### src/rtl/rob.sv
// Reorder buffer: allocates ids at issue, collects RS/LSB results, retires in
// program order and raises rob_clear on branch/JALR mispredictions.
module rob #(
  parameter int ROB_SIZE = 16,
  parameter int ROB_W    = 4
) (
  input  logic             clk_in,
  input  logic             rst_in,
  input  logic             rdy_in,
  input  logic             is_dc,
  input  logic [1:0]       dc_type,
  input  logic [4:0]       dc_rd,
  input  logic             dc_ready,
  input  logic [31:0]      dc_val,
  input  logic [31:0]      dc_alt_pc,
  input  logic             dc_pred_taken,
  output logic [ROB_W-1:0] rob_tail,
  output logic             rob_full,
  input  logic [ROB_W-1:0] q1_id,
  input  logic [ROB_W-1:0] q2_id,
  output logic             q1_ready,
  output logic             q2_ready,
  output logic [31:0]      q1_val,
  output logic [31:0]      q2_val,
  input  logic             rs_has_output,
  input  logic [ROB_W-1:0] rs_rob_id,
  input  logic [31:0]      rs_output,
  input  logic             has_jalr_new_pc,
  input  logic [31:0]      jalr_new_pc,
  input  logic             is_lsb,
  input  logic [ROB_W-1:0] lsb_rob_id,
  input  logic [31:0]      lsb_res,
  output logic             commit_reg,
  output logic [4:0]       commit_rd,
  output logic [31:0]      commit_val,
  output logic [ROB_W-1:0] commit_id,
  output logic             commit_store,
  output logic             rob_clear,
  output logic [31:0]      clear_pc
);
  localparam logic [1:0] T_REG    = 2'd0;
  localparam logic [1:0] T_STORE  = 2'd1;
  localparam logic [1:0] T_BRANCH = 2'd2;
  localparam logic [1:0] T_JALR   = 2'd3;
  localparam int CNT_W = ROB_W + 1;

  logic [ROB_W-1:0]    head_q, head_d, tail_q, tail_d;
  logic [CNT_W-1:0]    count_q, count_d;
  logic [ROB_SIZE-1:0] busy_q, busy_d, ready_q, ready_d, pred_q, pred_d;
  logic [1:0]          type_q [ROB_SIZE];
  logic [1:0]          type_d [ROB_SIZE];
  logic [4:0]          rd_q   [ROB_SIZE];
  logic [4:0]          rd_d   [ROB_SIZE];
  logic [31:0]         val_q  [ROB_SIZE];
  logic [31:0]         val_d  [ROB_SIZE];
  logic [31:0]         alt_q  [ROB_SIZE];
  logic [31:0]         alt_d  [ROB_SIZE];
  logic [31:0]         jtgt_q [ROB_SIZE];
  logic [31:0]         jtgt_d [ROB_SIZE];

  logic             commit_reg_q, commit_reg_d, commit_store_q, commit_store_d;
  logic             clear_q, clear_d;
  logic [31:0]      clear_pc_q, clear_pc_d, commit_val_q, commit_val_d;
  logic [4:0]       commit_rd_q, commit_rd_d;
  logic [ROB_W-1:0] commit_id_q, commit_id_d;
  logic             do_issue, do_commit;

  always_comb begin
    head_d         = head_q;
    tail_d         = tail_q;
    count_d        = count_q;
    busy_d         = busy_q;
    ready_d        = ready_q;
    pred_d         = pred_q;
    type_d         = type_q;
    rd_d           = rd_q;
    val_d          = val_q;
    alt_d          = alt_q;
    jtgt_d         = jtgt_q;
    commit_reg_d   = 1'b0;
    commit_store_d = 1'b0;
    clear_d        = 1'b0;
    clear_pc_d     = clear_pc_q;
    commit_rd_d    = commit_rd_q;
    commit_val_d   = commit_val_q;
    commit_id_d    = commit_id_q;
    do_issue       = is_dc && (count_q != CNT_W'(ROB_SIZE)) && !clear_q;
    do_commit      = busy_q[head_q] && ready_q[head_q] && !clear_q;

    if (clear_q) begin
      head_d  = '0;
      tail_d  = '0;
      count_d = '0;
      busy_d  = '0;
    end else begin
      if (rs_has_output && busy_q[rs_rob_id]) begin
        ready_d[rs_rob_id] = 1'b1;
        val_d[rs_rob_id]   = rs_output;
        if (has_jalr_new_pc) jtgt_d[rs_rob_id] = jalr_new_pc;
      end
      if (is_lsb && busy_q[lsb_rob_id]) begin
        ready_d[lsb_rob_id] = 1'b1;
        val_d[lsb_rob_id]   = lsb_res;
      end
      if (do_commit) begin
        busy_d[head_q] = 1'b0;
        head_d         = head_q + ROB_W'(1);
        commit_id_d    = head_q;
        commit_rd_d    = rd_q[head_q];
        commit_val_d   = val_q[head_q];
        case (type_q[head_q])
          T_REG:   commit_reg_d = 1'b1;
          T_STORE: commit_store_d = 1'b1;
          T_BRANCH: begin
            if (val_q[head_q][0] != pred_q[head_q]) begin
              clear_d    = 1'b1;
              clear_pc_d = alt_q[head_q];
            end
          end
          default: begin
            commit_reg_d = 1'b1;
            if (jtgt_q[head_q] != alt_q[head_q]) begin
              clear_d    = 1'b1;
              clear_pc_d = jtgt_q[head_q];
            end
          end
        endcase
      end
      // jalr target defaults to the prediction so a JALR without a new pc never flushes
      if (do_issue) begin
        busy_d[tail_q]  = 1'b1;
        ready_d[tail_q] = dc_ready || (dc_type == T_STORE);
        type_d[tail_q]  = dc_type;
        rd_d[tail_q]    = dc_rd;
        val_d[tail_q]   = dc_val;
        alt_d[tail_q]   = dc_alt_pc;
        jtgt_d[tail_q]  = dc_alt_pc;
        pred_d[tail_q]  = dc_pred_taken;
        tail_d          = tail_q + ROB_W'(1);
      end
      case ({do_issue, do_commit})
        2'b10:   count_d = count_q + CNT_W'(1);
        2'b01:   count_d = count_q - CNT_W'(1);
        default: count_d = count_q;
      endcase
    end
  end

  always_ff @(posedge clk_in) begin
    if (rst_in) begin
      head_q         <= '0;
      tail_q         <= '0;
      count_q        <= '0;
      busy_q         <= '0;
      ready_q        <= '0;
      commit_reg_q   <= 1'b0;
      commit_store_q <= 1'b0;
      clear_q        <= 1'b0;
      clear_pc_q     <= '0;
      commit_rd_q    <= '0;
      commit_val_q   <= '0;
      commit_id_q    <= '0;
    end else if (rdy_in) begin
      head_q         <= head_d;
      tail_q         <= tail_d;
      count_q        <= count_d;
      busy_q         <= busy_d;
      ready_q        <= ready_d;
      pred_q         <= pred_d;
      type_q         <= type_d;
      rd_q           <= rd_d;
      val_q          <= val_d;
      alt_q          <= alt_d;
      jtgt_q         <= jtgt_d;
      commit_reg_q   <= commit_reg_d;
      commit_store_q <= commit_store_d;
      clear_q        <= clear_d;
      clear_pc_q     <= clear_pc_d;
      commit_rd_q    <= commit_rd_d;
      commit_val_q   <= commit_val_d;
      commit_id_q    <= commit_id_d;
    end
  end

  always_comb begin
    q1_ready = ready_q[q1_id];
    q1_val   = val_q[q1_id];
    if (!ready_q[q1_id]) begin
      if (rs_has_output && rs_rob_id == q1_id) begin
        q1_ready = 1'b1;
        q1_val   = rs_output;
      end else if (is_lsb && lsb_rob_id == q1_id) begin
        q1_ready = 1'b1;
        q1_val   = lsb_res;
      end
    end
  end

  always_comb begin
    q2_ready = ready_q[q2_id];
    q2_val   = val_q[q2_id];
    if (!ready_q[q2_id]) begin
      if (rs_has_output && rs_rob_id == q2_id) begin
        q2_ready = 1'b1;
        q2_val   = rs_output;
      end else if (is_lsb && lsb_rob_id == q2_id) begin
        q2_ready = 1'b1;
        q2_val   = lsb_res;
      end
    end
  end

  // pulses are held across a stall and shown once rdy_in returns
  assign commit_reg   = commit_reg_q & rdy_in;
  assign commit_store = commit_store_q & rdy_in;
  assign rob_clear    = clear_q & rdy_in;
  assign clear_pc     = clear_pc_q;
  assign commit_rd    = commit_rd_q;
  assign commit_val   = commit_val_q;
  assign commit_id    = commit_id_q;
  assign rob_tail     = tail_q;
  assign rob_full     = ({1'b0, count_q} + (CNT_W+1)'(2)) >= (CNT_W+1)'(ROB_SIZE);
endmodule

### config.mk
export PLATFORM = sky130hd
export DESIGN_NAME = rob
export DESIGN_NICKNAME = d
export VERILOG_FILES = /design/src/rtl/rob.sv
export SDC_FILE = /design/constraint.sdc
export NUM_CORES = 2
export LEC_CHECK = 0
export CELL_PAD_IN_SITES_DETAIL_PLACEMENT = 2
export CELL_PAD_IN_SITES_GLOBAL_PLACEMENT = 2
export CORE_UTILIZATION = 41
export CTS_BUF_LIST = sky130_fd_sc_hd__clkbuf_8
export DETAILED_ROUTE_END_ITERATION = 8
export PLACE_DENSITY = 0.8
export SLEW_MARGIN = 20
export SYNTH_ARGS = -nofsm -noshare
export SYNTH_HDL_FRONTEND = slang
export SYNTH_SLANG_ARGS = --single-unit
### constraint.sdc
create_clock -name clk_in -period 33.3 [get_ports clk_in]
set_input_delay 6.66 -clock clk_in [delete_from_list [all_inputs] [get_ports clk_in]]
set_output_delay 6.66 -clock clk_in [all_outputs]
set_load 0.1 [all_outputs]
==> flow_summary.json <==
{
  "outcome": "finished clean",
  "synthToLayoutAreaGrowth_pct": 11.0,
  "worstHoldPathCells": 2,
  "skew_ns": 0.150,
  "viasPerCell": 7.10,
  "avgSynthCellArea_sq_um": 12.8,
  "layout-drive-gt1-share_pct": 18.7,
  "power_density_nw_per_um2": 45.4,
  "clk_pin_slew_worst_paths_ns": 0.06,
  "tightest_slew_ns": 1.33,
  "nFillCells": 24500,
  "yosys.area.top_type_share_pct": 47.4,
  "critPathMaxStageDelay_ns": 1.28,
  "grt_start_max_net_pins": 189,
  "critical_path_arrival_ns": 12.61,
  "rsz0062_at_grt": "false",
  "peakVddDrop_mv": 0.0453,
  "slew_headroom_pct": 11.6,
  "drv_cap": 0,
  "cts_buffers": 346,
  "tritoncts": "done",
  "ys_top_cells_by_area": "edfxtp_1 (47%), mux4_2 (17%), mux2i_1 (10%)",
  "drv_slew": 0,
  "regToRegSetupSlack_ns": 26.71,
  "startpoint_type": "input port",
  "cp_max_fo": 44,
  "p_total_mw": 5.32,
  "synthFlopType": "edfxtp_1",
  "grt_pass1_vias": 89200,
  "rows": 185,
  "path_delay_family": "buffers and inverters",
  "crit_chain": "clkdlybuf4s50_1 -> xor2_1 -> nor4_2 -> buf_4 -> a31oi_1 -> nor2_4 -> buf_4 -> nor2_1 -> a21oi_1 -> clkdlybuf4s50_1",
  "crit_required_ns": 26.64,
  "cts_sinks": 1785,
  "core_region_area_sq_um": 255000,
  "timing.fmax_ghz": 0.0519,
  "gp_congestion": 0.865,
  "critPathBufInv": 4,
  "setup_viol": 0,
  "h-tree-depth": 5,
  "dpl.hpwl_microns": 263000,
  "synthArstFlopShare_pct": 0,
  "cts_hold_buf": 0,
  "whs_ns": 0.463,
  "hold_viol": 0,
  "reg2reg_to": "clear_pc[0]$_SDFFE_PP0P_",
  "totalWireLength_microns": 468000,
  "boundaryPins": 339,
  "period_share_pct": 57.9,
  "first_pass_iters": 6,
  "grt-ovfl-total": 0,
  "syn_nets": 8463,
  "drtAntennaViolNets": 0,
  "port_buffers": 338,
  "clockBufferDepth": 4,
  "crit_slowest_cell": "clkdlybuf4s50_1",
  "layout.nets": 8309,
  "rr_startpoint": "head_q[0]$_SDFFE_PP0P_",
  "finalCriticalPeriod_ns": 19.27,
  "hold_start": "commit_val[20]$_SDFFE_PP0P_",
  "whs_endpoint": "commit_val[20]$_SDFFE_PP0P_",
  "cts_root_buf": "clkbuf_8",
  "vias": 83400,
  "fp.dieH_microns": 509,
  "hp-class": "flip-flop to flip-flop",
  "yosys_warnings": 0,
  "insertion_delay_ns": 1.16,
  "crit_type": "input port to output pin",
  "critPathCaptureType": "output pin",
  "syn-cell-area_sq_um": 105000,
  "rr_worst_depth": 11,
  "timing.critical_path.from": "rs_rob_id[3]",
  "grt_pass1_wl_microns": 663000,
  "synth_top_area_cell": "edfxtp_1",
  "drt-initial-drc-count": 10800,
  "wl_per_cell_microns": 39.9,
  "start_util_pct": 41.4,
  "p_leak_nw": 41.6,
  "synth_cells": 8255,
  "post-cts-setup-buffer-count": 0,
  "ys_seq_elements": 1785,
  "grt.total_usage_pct": 35.7,
  "antenna_found_initial": 57,
  "cts_resized": 0,
  "fin_setup_tns_ns": 0,
  "die_w_microns": 509,
  "drc_errors": 0,
  "ys_types": 61,
  "design.die.area_sq_um": 259000,
  "synth_edf_count": 1664,
  "seq_area_frac_synth_pct": 49.7
}
cell type report:
cell class | count | area, sq um | area share, %
clock inverter | 223 | 1040 | 0.889
multi-input combinational | 5445 | 49400 | 42.2
clock buffer | 375 | 5160 | 4.41
inverter | 16 | 66.3 | 0.0566
tap | 3366 | 4210 | 3.60
sequential | 1785 | 52400 | 44.8
timing repair buffer | 507 | 4690 | 4.01
antenna | 30 | 75.1 | 0.0641
worst max-delay path by stage:
stage                                 to  slack, ns  cells past startpoint
finish                         q2_val[0]      14.03                     10
global route                  q2_val[28]      13.98                     10
CTS                            q2_val[0]      14.17                     10
detailed placement             q2_val[0]      14.20                     10
global placement               q2_val[0]      14.23                     10
floorplan           alt_q[100]$_DFFE_PP_       7.97                      6
layer usage:
layer / GRT usage [%] / wire length (microns)
met5: 0 / 308
met4: 23.3 / 31400
met3: 8.02 / 48500
met2: 57.0 / 220000
met1: 43.5 / 168000
flip-flops by register name, indices dropped and copies added (netlist names):
| register | cells |
|---|---|
| commit_id | 4 |
| commit_rd | 5 |
| rob_tail | 4 |
| head_q | 4 |
| count_q | 5 |
| ready_q | 16 |
| commit_reg_q | 1 |
| val_q | 512 |
| alt_q | 512 |
| commit_store_q | 1 |
| jtgt_q | 512 |
| type_q | 32 |
| clear_q | 1 |
| rd_q | 80 |
| pred_q | 16 |
| busy_q | 16 |
| commit_val | 32 |
| clear_pc | 32 |
cell usage after synthesis, types with 5 or more instances:
cell      number
o21ai_1       78
a211oi_1     351
buf_6         19
xor2_1        13
or3_1          5
nor2_1       443
and3_1         8
mux2i_1     1090
buf_2         73
nor2b_1        7
a211oi_2      19
nand4_1       12
inv_1         12
a21o_1       514
nand2_1      725
edfxtp_1    1664
nand2b_1       7
dfxtp_1      121
a22oi_1      129
a21oi_1      359
clkbuf_1     686
o21ai_0      661
a221oi_1      32
a22o_1        34
mux4_2       800
buf_1        164
a31oi_1       20
and2_1        15
buf_4         67
ha_1          15
nand3_1       13
a211o_1        6
xnor2_1       40
cells by family after synthesis:
| group | count (synthesis) | synth area share (%) |
|---|---|---|
| xor+xnor | 53 | 0.440 |
| buf+inv | 1025 | 4.11 |
| mux | 1890 | 27.4 |
| fa+ha+maj | 16 | 0.197 |
| simple gates | 1268 | 4.82 |
| flops | 1785 | 49.7 |
| compound gates | 2218 | 13.3 |
power breakdown:
group | internal [mW] | total [mW] | leakage (nW) | switching, mW
Sequential | 2.52 | 2.57 | 16.4 | 0.0477
Combinational | 0.207 | 0.619 | 21.6 | 0.412
Clock | 1.07 | 2.13 | 3.64 | 1.07
Total | 3.79 | 5.32 | 41.6 | 1.53
through the flow:
stage               setup WS (ns)  std cells  util [%]  instance area, sq um
finish                      14.03      11700      45.9                117000
global route                13.98      11700      45.9                117000
CTS                         14.17      11700      45.9                117000
detailed placement          14.20      11100      43.5                111000
global placement            14.23      11100      43.5                111000
floorplan                    7.97       8255         -                105000
cells in the final DEF, fill, tap and decap left out, types with 6 or more instances in the layout:
cell type	netlist	layout
a211o_1	6	6
a211oi_1	351	351
a211oi_2	19	19
a21o_1	514	514
a21oi_1	359	359
a221oi_1	32	32
a22o_1	34	34
a22oi_1	129	129
a31oi_1	20	20
and2_1	15	7
and2_4	0	9
buf_12	0	8
buf_2	73	26
buf_4	67	161
clkbuf_8	0	375
clkdlybuf4s50_1	0	303
clkinv_1	2	63
clkinv_2	0	32
dfxtp_1	121	118
diode_2	0	30
edfxtp_1	1664	1664
ha_1	15	15
inv_1	12	129
mux2i_1	1090	1090
mux4_2	800	800
nand2_1	725	696
nand2_4	0	29
nand2b_1	7	7
nand3_1	13	8
nand4_1	12	12
nor2_1	443	408
nor2_4	3	38
o21ai_0	661	661
o21ai_1	78	77
xnor2_1	40	40
xor2_1	13	13
tightest hold or removal path: stages (launching register included):
cell and delay (ns):
dfxtp_1 0.31, nand2_1 0.05, a21oi_1 0.06
Power figures use the tool's default switching activity.
